===== src/rtl/subtrator_mux_serial_pkg.sv =====
// -----------------------------------------------------------------------------
// subtrator_pkg
// Shared definitions for the bit-serial subtractor/mux block.
//   state_t        : FSM encoding (IDLE, SHIFT, DONE)
//   DEFAULT_WIDTH  : default operand/result width
// -----------------------------------------------------------------------------
package subtrator_pkg;

    localparam int DEFAULT_WIDTH = 4;

    typedef enum logic [1:0] {
        IDLE  = 2'd0,
        SHIFT = 2'd1,
        DONE  = 2'd2
    } state_t;

endpackage : subtrator_pkg


===== src/rtl/subtrator_mux_serial_if.sv =====
// -----------------------------------------------------------------------------
// subtrator_mux_serial_if
// Operand/handshake bundle for subtrator_mux_serial.
//   start   : request, accepted in IDLE or DONE
//   ia      : minuend
//   ib, ic  : subtrahend candidates, chosen by select
//   select  : 0 -> ib, 1 -> ic (sampled with start)
//   busy    : high while the serial subtraction is running
//   done    : one-cycle completion pulse
//   out_sub : ia - subtrahend, modulo 2^WIDTH
//   borrow  : 1 iff ia < subtrahend (unsigned)
// The master drives requests/operands; the slave (the datapath) drives results.
// -----------------------------------------------------------------------------
interface subtrator_mux_serial_if
    import subtrator_pkg::*;
#(
    parameter int WIDTH = DEFAULT_WIDTH
);
    logic             start;
    logic [WIDTH-1:0] ia;
    logic [WIDTH-1:0] ib;
    logic [WIDTH-1:0] ic;
    logic             select;
    logic             busy;
    logic             done;
    logic [WIDTH-1:0] out_sub;
    logic             borrow;

    modport master (
        output start, ia, ib, ic, select,
        input  busy, done, out_sub, borrow
    );

    modport slave (
        input  start, ia, ib, ic, select,
        output busy, done, out_sub, borrow
    );

endinterface : subtrator_mux_serial_if


===== src/rtl/subtrator_mux_serial_full_subtrator_1bit.sv =====
// -----------------------------------------------------------------------------
// full_subtrator_1bit
// Combinational one-bit full subtractor: computes a - b - bin.
//   a, b  : operand bits
//   bin   : borrow in from the less significant bit
//   d     : difference bit
//   bout  : borrow out to the more significant bit
// -----------------------------------------------------------------------------
module full_subtrator_1bit (
    input  logic a,
    input  logic b,
    input  logic bin,
    output logic d,
    output logic bout
);

    assign d    = a ^ b ^ bin;
    // Borrow when b exceeds a, or when they are equal and a borrow is pending.
    assign bout = (~a & b) | (~(a ^ b) & bin);

endmodule : full_subtrator_1bit


===== src/rtl/subtrator_mux_serial.sv =====
// -----------------------------------------------------------------------------
// subtrator_mux_serial
// Bit-serial subtractor: result = ia - (select ? ic : ib), LSB first, one bit
// per clock, with a start/done handshake and an unsigned borrow flag.
//   clk   : clock, everything on posedge
//   rst_n : synchronous active-low reset
//   bus   : operand/result bundle (slave side), see subtrator_mux_serial_if
// Operands are latched when start is accepted, so later input changes do not
// affect the running operation. Results hold after done until the next
// accepted start clears them.
// -----------------------------------------------------------------------------
module subtrator_mux_serial
    import subtrator_pkg::*;
#(
    parameter int WIDTH = DEFAULT_WIDTH
) (
    input  logic                    clk,
    input  logic                    rst_n,
    subtrator_mux_serial_if.slave   bus
);

    localparam int CW = $clog2(WIDTH);
    localparam logic [CW-1:0] LAST_BIT = CW'(WIDTH - 1);

    state_t            state_q,  state_d;
    logic [WIDTH-1:0]  a_q,      a_d;
    logic [WIDTH-1:0]  b_q,      b_d;
    logic [CW-1:0]     cnt_q,    cnt_d;
    logic              bw_q,     bw_d;
    logic [WIDTH-1:0]  out_q,    out_d;
    logic              borrow_q, borrow_d;

    logic              bit_d;
    logic              bit_bout;

    // Single shared bit slice, walked across the operands by cnt_q.
    full_subtrator_1bit u_fs (
        .a    (a_q[cnt_q]),
        .b    (b_q[cnt_q]),
        .bin  (bw_q),
        .d    (bit_d),
        .bout (bit_bout)
    );

    always_ff @(posedge clk) begin
        if (!rst_n) begin
            state_q  <= IDLE;
            a_q      <= '0;
            b_q      <= '0;
            cnt_q    <= '0;
            bw_q     <= 1'b0;
            out_q    <= '0;
            borrow_q <= 1'b0;
        end else begin
            state_q  <= state_d;
            a_q      <= a_d;
            b_q      <= b_d;
            cnt_q    <= cnt_d;
            bw_q     <= bw_d;
            out_q    <= out_d;
            borrow_q <= borrow_d;
        end
    end

    always_comb begin
        state_d  = state_q;
        a_d      = a_q;
        b_d      = b_q;
        cnt_d    = cnt_q;
        bw_d     = bw_q;
        out_d    = out_q;
        borrow_d = borrow_q;

        case (state_q)
            IDLE, DONE: begin
                if (bus.start) begin
                    state_d  = SHIFT;
                    a_d      = bus.ia;
                    b_d      = bus.select ? bus.ic : bus.ib;
                    cnt_d    = '0;
                    bw_d     = 1'b0;
                    out_d    = '0;
                    borrow_d = 1'b0;
                end else begin
                    state_d  = IDLE;
                end
            end
            SHIFT: begin
                out_d[cnt_q] = bit_d;
                bw_d         = bit_bout;
                if (cnt_q == LAST_BIT) begin
                    // Counter stays on the top bit; it is reloaded on the next start.
                    state_d  = DONE;
                    borrow_d = bit_bout;
                end else begin
                    cnt_d    = cnt_q + 1'b1;
                end
            end
            default: begin
                state_d = IDLE;
            end
        endcase
    end

    assign bus.busy    = (state_q == SHIFT);
    assign bus.done    = (state_q == DONE);
    assign bus.out_sub = out_q;
    assign bus.borrow  = borrow_q;

endmodule : subtrator_mux_serial

===== src/flat_wrapper.sv =====
// flat-port wrapper written by rule: the top's interface ports become plain ports
module subtrator_mux_serial_flat import subtrator_pkg::*;
#(
    parameter int WIDTH = DEFAULT_WIDTH
)
  (clk, rst_n, bus_start, bus_ia, bus_ib, bus_ic, bus_select, bus_busy, bus_done, bus_out_sub, bus_borrow);
  subtrator_mux_serial_if #(.WIDTH(WIDTH)) bus_i ();
  input  logic clk;
  input  logic rst_n;
  input wire logic [$bits(bus_i.start)-1:0] bus_start;
  input wire logic [$bits(bus_i.ia)-1:0] bus_ia;
  input wire logic [$bits(bus_i.ib)-1:0] bus_ib;
  input wire logic [$bits(bus_i.ic)-1:0] bus_ic;
  input wire logic [$bits(bus_i.select)-1:0] bus_select;
  output wire logic [$bits(bus_i.busy)-1:0] bus_busy;
  output wire logic [$bits(bus_i.done)-1:0] bus_done;
  output wire logic [$bits(bus_i.out_sub)-1:0] bus_out_sub;
  output wire logic [$bits(bus_i.borrow)-1:0] bus_borrow;
  assign bus_i.start = bus_start;
  assign bus_i.ia = bus_ia;
  assign bus_i.ib = bus_ib;
  assign bus_i.ic = bus_ic;
  assign bus_i.select = bus_select;
  assign bus_busy = bus_i.busy;
  assign bus_done = bus_i.done;
  assign bus_out_sub = bus_i.out_sub;
  assign bus_borrow = bus_i.borrow;
  subtrator_mux_serial #(.WIDTH(WIDTH)) u_core (.clk(clk), .rst_n(rst_n), .bus(bus_i));
endmodule

===== config.mk =====
export PLATFORM = sky130hd
export DESIGN_NAME = subtrator_mux_serial_flat
export DESIGN_NICKNAME = d
export VERILOG_FILES = /design/src/rtl/subtrator_mux_serial_pkg.sv /design/src/rtl/subtrator_mux_serial_if.sv /design/src/rtl/subtrator_mux_serial_full_subtrator_1bit.sv /design/src/rtl/subtrator_mux_serial.sv /design/src/flat_wrapper.sv
export SDC_FILE = /design/constraint.sdc
export NUM_CORES = 1
export LEC_CHECK = 0
export CORE_MARGIN = 1.5
export CORE_UTILIZATION = 47
export CTS_CLUSTER_DIAMETER = 50
export DETAILED_ROUTE_END_ITERATION = 8
export PLACE_DENSITY = 0.85
export SYNTH_ARGS = -nofsm -noshare
export SYNTH_HDL_FRONTEND = slang
export SYNTH_SLANG_ARGS = --single-unit

===== constraint.sdc =====
create_clock -name clk -period 2.4 [get_ports clk]
set_input_delay 0.6 -clock clk [delete_from_list [all_inputs] [get_ports clk]]
set_output_delay 0.6 -clock clk [all_outputs]
set_load 0.05 [all_outputs]

==> results, run 1 <==
- The flow ran to the end, and the final reports show no timing, DRC or antenna violations.
- Of the total power, the share spent switching nets is 0.2673.
- The detailed-route wire length is 1.577 mm.
- The floorplan step defined a die boundary enclosing 0.002180 mm2.
- The detail route stage leaves a number of antenna-violating nets equal to 0.
- The fraction of power consumed by the clock network is 0.251.
- Dividing the final minimum period by the clock period gives 0.9507.
- Of all nets on the critical path, the largest fanout is 4.
- The Yosys warning count is 0.
- The finished layout holds 135 standard cells, fillers aside.
- The detail-routed via count per cell is 5.096.
- The portion of total power attributed to combinational logic is 0.196.
- By startpoint and endpoint, the worst setup path is classified as reg -> out.
- The initial antenna violation count was 0.
- Once placement finished, the instance area stood at 0.001109 mm2.
- The internal power consumption is 0.4322 mW.
- The number of remaining DRC errors is 0.
- The number of H-tree levels is 1.
- The synthesis-to-layout area growth is 26.36%.
- The cell with the largest stage delay on the worst path is sky130_fd_sc_hd__clkdlybuf4s50_1.
- Summed over all nets, the half-perimeter wirelength after detailed placement is 1.219 mm.
- The critical path goes through and2b_2 -> clkdlybuf4s50_1.
- Dividing total power by cell area gives a power density of 520.4 mW/mm2.
- The antenna diode instance count is 0.
- The via total after detailed routing is 688.
- The synthesized cell area is 897.1 um2.
- The count of final max-slew check failures is 0.
- Dividing the synthesized area by the synthesized cell count gives 10.08 um2.
- The worst hold path endpoint is u_core.a_q[2].
- Leaving out fill and tap cells, the most frequent cell in the layout is sky130_fd_sc_hd__clkdlybuf4s50_1.
- In the final design database the tool counted 133 nets.
- Setup violations remaining at the end of the flow were counted as 0.
- The sequential share of the synthesized area is 0.4017.
- In this design, the stage delay of the slowest critical-path cell is 790 ps.
- Along the worst hold path, the cell count comes to 2.
- The synthesized netlist cell count is 89.
- After floorplanning, the core was sized to cover 0.001764 mm2.
- The worst relative slew slack is 0.6664.
- The share of total power dissipated in sequential elements is 0.553.
- In this run the tool buffered the top-level ports with 22 buffer cells.
- After clock tree synthesis, the clock-pin slew on the worst setup and hold paths is 100 ps.
- The number of distinct standard cells referenced by the synthesized netlist is 27.
- The tool flagged a number of max-cap violations equal to 0.
- The endpoint identified for the worst register-to-register timing path is u_core.bus.out_sub[0].
- The worst register-to-register path begins at u_core.cnt_q[0].
- The library cell used as clock root buffer is sky130_fd_sc_hd__clkbuf_4.
- The global placement routability congestion is 0.7886.
- The final count of hold timing violations is 0.
- The library cells used most frequently in the layout, excluding fill and tap cells, are 21 x sky130_fd_sc_hd__clkdlybuf4s50_1, 18 x sky130_fd_sc_hd__dfxtp_1, 15 x sky130_fd_sc_hd__nand2_1.
- Setup repair after global routing left no endpoint under its margin.
- In this run, CTS created clock tree buffers numbering 3.
- Entering global routing, the biggest net connects 18 pins.
- Global routing finished with a remaining overflow of 0.
- The total leakage power is 0.4937 nW.
- The buffer levels on the longest clock path is 2.
- The transition at the pin with the smallest max-transition slack is 499.7 ps.
- The clock period minus worst slack is 2282 ps.
- The final-layout setup total negative slack is 0 ps.
- Between clock sinks in the finished design, the worst skew comes to 1.090 ps.
- In this run the power spent charging and discharging nets is 0.1577 mW.
- Counting every net in the synthesized netlist gives 110.
- The length of the first detailed-routing pass in iterations is 4.
- TritonCTS built the clock tree.
- The initial utilization of the core area, before any placement, comes to 0.5085.
- The setup check on the worst reg-to-reg path leaves a slack of 410 ps.
- The count of state elements after synthesis is 18.
- The height of the chip is 46.69 um.
- The count of fill cells added during filler insertion is 155.
- The first global-routing pass estimated 2.601 mm of wire.
- The clock net sink count is 18.
- Including well taps, the total number of placed cells is 132.
- The number of placement rows is 15.
- The later pin in the worst-skew pair is clocked with a latency of 290 ps.
- Data arrives at the worst endpoint at 1680 ps.
- In this run the most critical hold path is launched from u_core.a_q[2].
- The share of layout cells above drive strength 1 is 0.08182.
- The number of buffers added to fix hold violations after cts is 0.
- In this run the worst hold path is classified as reg -> reg.
- The finished cells cover 0.001134 mm2.
- The worst register-to-register path has a depth of 4.
- The number of placed I/O pins is 23.
- The worst setup path is launched from a register.
- VDD sags by at most 0.0003559 V.
- For the worst setup path, the data required time is 1800 ps.
- The number of global-route vias before repair is 650.
- In the global route stage, overall resource usage came out at 0.1735.
- The final routed wire length divided by cell count is 11.68 um.
- Based on the critical path, the design can be clocked at up to 438.3 MHz.
- The critical path capture point type is an output port.
- The die width is 46.69 um.
- The number of violations reported at the end of detailed-routing iteration 0 is 6.
[area by class of cell]
cell class | instances | area, um2 | share of cell area
Tap cell | 25 | 31.28 | 0.02759
Multi-Input combinational cell | 62 | 474.2 | 0.4183
Timing Repair Buffer | 23 | 230.2 | 0.2031
Inverter | 4 | 15.01 | 0.01325
Clock buffer | 3 | 22.52 | 0.01987
Sequential cell | 18 | 360.3 | 0.3179
[cells by family after synthesis]
| family | count (synthesis) | synth area share |
|---|---|---|
| buffers and inverters | 9 | 0.06971 |
| and+or+nand+nor | 30 | 0.1771 |
| adders and majority gates | 5 | 0.07811 |
| DFF | 18 | 0.4017 |
| AOI/OAI and AO/OA | 14 | 0.09204 |
| muxes | 13 | 0.1813 |
[sequential cells by signal, indices dropped and copies added (netlist names)]
name	flops
u_core.state_q	2
u_core.bw_q	1
u_core.b_q	4
u_core.bus.borrow	1
u_core.a_q	4
u_core.bus.out_sub	4
u_core.cnt_q	2
[synthesized netlist by cell type]
master	count	area (um2)
sky130_fd_sc_hd__dfxtp_1	18	360.4
sky130_fd_sc_hd__nand2_1	15	56.30
sky130_fd_sc_hd__mux2i_1	11	110.1
sky130_fd_sc_hd__nand3_1	7	35.03
sky130_fd_sc_hd__o21ai_0	5	25.02
sky130_fd_sc_hd__a21oi_1	4	20.02
sky130_fd_sc_hd__ha_1	4	50.05
sky130_fd_sc_hd__inv_1	3	11.26
sky130_fd_sc_hd__a21boi_0	2	15.01
sky130_fd_sc_hd__a21boi_1	2	15.01
sky130_fd_sc_hd__mux4_1	2	52.55
sky130_fd_sc_hd__and2b_2	1	8.760
sky130_fd_sc_hd__and3_1	1	6.260
sky130_fd_sc_hd__buf_1	1	3.750
sky130_fd_sc_hd__buf_6	1	11.26
sky130_fd_sc_hd__buf_8	1	15.01
sky130_fd_sc_hd__clkbuf_1	1	3.750
sky130_fd_sc_hd__clkbuf_8	1	13.76
sky130_fd_sc_hd__fa_1	1	20.02
sky130_fd_sc_hd__inv_2	1	3.750
sky130_fd_sc_hd__nand2b_1	1	6.260
sky130_fd_sc_hd__nand2b_2	1	8.760
sky130_fd_sc_hd__nand2b_4	1	13.76
sky130_fd_sc_hd__nand4_1	1	6.260
sky130_fd_sc_hd__nor2_1	1	3.750
sky130_fd_sc_hd__nor2b_4	1	13.76
sky130_fd_sc_hd__o21a_1	1	7.510
[worst max-delay path by stage]
stage | startpoint | end | slack [ps] | cells past startpoint
4_1_cts | u_core.state_q[0] | bus_busy | 50 | 3
3_5_place_dp | u_core.state_q[0] | bus_busy | 380 | 3
5_1_grt | u_core.state_q[0] | bus_done | 60 | 2
6_report | u_core.state_q[0] | bus_done | 120 | 2
2_1_floorplan | u_core.cnt_q[0] | u_core.bus.out_sub[0] | 580 | 4
3_3_place_gp | u_core.state_q[0] | bus_busy | 410 | 3
[layer usage]
layer	track usage	share of wire
met4	0.1167	0.022
met1	0.2048	0.46
met3	0.03529	0.029
met5	0	0
met2	0.2806	0.49
[what timing repair did]
action | 4_1_cts | 5_1_grt
setup buffers | 0 | 0
gates resized for setup | 0 | 1
endpoints found under the setup margin | 0 | 1
[critical path: cells and delay by family (launching register included)]
| kind | cells | cell delay, ps |
|---|---|---|
| buf+inv | 1 | 790 |
| flops | 1 | 370 |
| simple gates | 1 | 230 |
[power groups by stage]
stage	clock (mW)	combinational (mW)	sequential, mW
global route	0.168	0.127	0.329
CTS	0.153	0.118	0.326
floorplan	0	0.0749	0.335
global placement	0	0.111	0.333
detailed placement	0	0.117	0.333
finish	0.148	0.116	0.326
[metrics by stage]
step	power [mW]	setup WS, ps	hold WS [ps]	util
floorplan	0.4102	581.1	430.4	-
global placement	0.4441	408.9	438.8	0.6284
detailed placement	0.4504	380.5	448.6	0.6284
CTS	0.5970	51.11	463.0	0.6411
global route	0.6233	61.35	487.5	0.6426
finish	0.5900	118.4	464.7	0.6426
Note: power is estimated with default switching activity, not from simulation.
==> run 2: changes to the inputs <==
--- a/config.mk
+++ b/config.mk
@@ -9,7 +9,8 @@
 export CORE_UTILIZATION = 47
 export CTS_CLUSTER_DIAMETER = 50
 export DETAILED_ROUTE_END_ITERATION = 8
-export PLACE_DENSITY = 0.85
+export PLACE_DENSITY_LB_ADDON = 0.12
+export SKIP_LAST_GASP = 1
 export SYNTH_ARGS = -nofsm -noshare
 export SYNTH_HDL_FRONTEND = slang
 export SYNTH_SLANG_ARGS = --single-unit
==> results, run 2 (synthesis results as in run 1) <==
- The maximum clock frequency is 438.1 MHz.
- Entering global routing, the biggest net connects 16 pins.
- The count of final max-slew check failures is 0.
- The flop-to-flop setup slack is 440 ps.
- The finished layout holds 136 standard cells, fillers aside.
- The number of buffers and inverters on the critical path is 1.
- The worst setup path is launched from a register.
- The worst endpoint data arrival time is 1680 ps.
- In this run the deepest clock path goes through 2 buffers.
- The fraction of power spent switching nets is 0.2586.
- The clock-pin slew on the worst setup and hold paths is 100 ps.
- Following the worst setup path forward leads to its endpoint at bus_done.
- For the worst flop-to-flop path, the logic depth is 4.
- After floorplanning, the core was divided into 15 placement rows.
- The largest fanout on the critical path is 4.
- The share of total power dissipated in combinational logic is 0.180.
- 0 antenna diodes ended up in the layout.
- Counting every sink on the clock net gives 18.
- The final worst-path cycle share is 0.9512.
- The length of the first detailed-routing pass in iterations is 4.
- The share of layout cells above drive strength 1 is 0.09009.
- The first global-routing pass estimated 2.477 mm of wire.
- From synthesis to final layout, the design area changed by 27.89%.
- The total leakage power is 0.5009 nW.
- The die covers 0.002180 mm2.
- The worst-case IR drop observed on VDD is 0.0003654 V.
- The total area inside the core boundary comes to 0.001764 mm2.
- The number of violations reported at the end of detailed-routing iteration 0 is 4.
- Walking the worst path, the cells encountered are and2b_2 -> clkdlybuf4s50_1.
- Once the clock tree was built, the setup fixing pass inserted 0 buffers.
- The longest individual stage delay on the worst path is 790 ps.
- The die width is 46.69 um.
- In the final design database the tool counted 133 nets.
- In this run the critical register-to-register path is captured at u_core.bus.out_sub[0].
- The via total after detailed routing is 672.
- The final count of hold timing violations came to 0.
- The global placement routability congestion is 0.7545.
- Across every metal layer, demand over resource in global routing totals 0.1715.
- The library cell used as clock root buffer is sky130_fd_sc_hd__clkbuf_4.
- The antenna violation net count after detailed routing is 0.
- Counting buffers and inverters, the worst setup path is 2 cells deep.
- The min-delay analysis places its worst path in the category reg -> reg.
- The run finished with clean final reports.
- The number of placed instances, taps included, is 132.
- The worst setup path startpoint is u_core.state_q[0].
- Setup repair after global routing left no endpoint under its margin.
- The cell family with the largest share of critical-path delay is buffers and inverters.
- The total grt overflow is 0.
- The worst relative slew slack is 0.6667.
- After routing, the total negative slack on setup checks comes to 0 ps.
- The detailed-route wire length is 1.464 mm.
- The analysis attributes to net switching a power of 0.1624 mW.
- During I/O placement, the number of pins put on the boundary was 23.
- In the layout the commonest cells are 21 x sky130_fd_sc_hd__clkdlybuf4s50_1, 18 x sky130_fd_sc_hd__dfxtp_1, 15 x sky130_fd_sc_hd__nand2_1.
- TritonCTS built the clock tree.
- The power per cell area is 547.4 mW/mm2.
- The total setup violations reported at the end of the flow is 0.
- The total half-perimeter wirelength after legalization and detailed placement is 1.135 mm.
- For this configuration, the core starts out at a cell density of 0.5085.
- The number of H-tree levels is 1.
- The number of global-route vias before repair came to 573.
- STA puts the critical path data required time at 1800 ps.
- The transition at the pin with the smallest max-transition slack is 499.1 ps.
- Clock tree synthesis inserted a total of 3 buffers.
- The clock latency of the later-clocked register in the worst-skew pair is 300 ps.
- The detail-routed via count per cell is 4.941.
- For this design, the slowest cell found on the critical path is sky130_fd_sc_hd__clkdlybuf4s50_1.
- In the routed design, unresolved DRC markers number 0.
- The initial antenna violation count is 0.
- On the final layout, the worst clock skew is 1.677 ps.
- The internal power consumption is 0.4656 mW.
- The clock period minus worst slack is 2283 ps.
- The kind of critical path is reg -> out.
- The number of buffer cells added on primary ports is 22.
- The most common cell after layout, fill and taps aside is sky130_fd_sc_hd__clkdlybuf4s50_1.
- The origin of the critical flop-to-flop path is u_core.cnt_q[0].
- The share of total power dissipated in the clock network is 0.302.
- The tool flagged a number of max-cap violations equal to 0.
- The final routed wire length divided by cell count is 10.76 um.
- Of the total power, registers draw 0.518.
- From bottom edge to top edge, the die measures 46.69 um.
- The worst setup path is captured at an output port.
-- run 2: how the worst min path moves through the flow --
stage               slack, ps            end          start  cells after the start
floorplan                 430  u_core.a_q[2]  u_core.a_q[2]                      2
global placement          440  u_core.a_q[3]  u_core.a_q[3]                      2
detailed placement        450  u_core.a_q[2]  u_core.a_q[2]                      2
CTS                       460  u_core.a_q[2]  u_core.a_q[2]                      2
global route              480  u_core.a_q[1]  u_core.a_q[1]                      2
finish                    460  u_core.a_q[2]  u_core.a_q[2]                      2
-- run 2: cell type report --
cell class	instances	area (um2)
fill	161	616.8
multi-input combinational	62	474.2
sequential	18	360.3
timing repair buffer	23	230.2
clock buffer	4	36.28
tap	25	31.28
inverter	4	15.01
-- run 2: metrics by stage --
step / area, um2 / setup slack, ps / total power [mW] / hold slack, ps / utilization
2_1_floorplan: 897.1 / 581.1 / 0.4102 / 430.4 / -
3_3_place_gp: 1109 / 402.5 / 0.4454 / 444.0 / 0.6284
3_5_place_dp: 1109 / 377.3 / 0.4480 / 445.4 / 0.6284
4_1_cts: 1145 / 27.24 / 0.6400 / 460.6 / 0.6489
5_1_grt: 1147 / 62.40 / 0.6640 / 481.8 / 0.6504
6_report: 1147 / 117.2 / 0.6280 / 456.8 / 0.6504
-- run 2: metal layers --
layer,vias to the layer above,global-route usage,wire [um]
met3,4,0.04706,58
met5,-,0,0
met2,15,0.2583,729
met1,305,0.2112,648
li1,348,-,-
met4,0,0.1167,28
-- run 2: timing repair --
item | in CTS | in global routing
hold buffers | 0 | 0
setup endpoints to repair | 0 | 1
gates resized for setup | 0 | 1
hold endpoints to repair | 0 | 0
-- run 2: power by group through the flow --
| stage | clock (mW) | sequential [mW] | combinational [mW] |
|---|---|---|---|
| floorplan | 0 | 0.335 | 0.0749 |
| global placement | 0 | 0.333 | 0.113 |
| detailed placement | 0 | 0.333 | 0.115 |
| CTS | 0.199 | 0.326 | 0.116 |
| global route | 0.209 | 0.328 | 0.127 |
| finish | 0.189 | 0.326 | 0.113 |
-- run 2: worst reg2reg max path: cells and delay by family (launching register included) --
family | cells | cell delay, ps
flops | 1 | 470
fa+ha+maj | 1 | 510
simple gates | 1 | 170
mux | 2 | 710
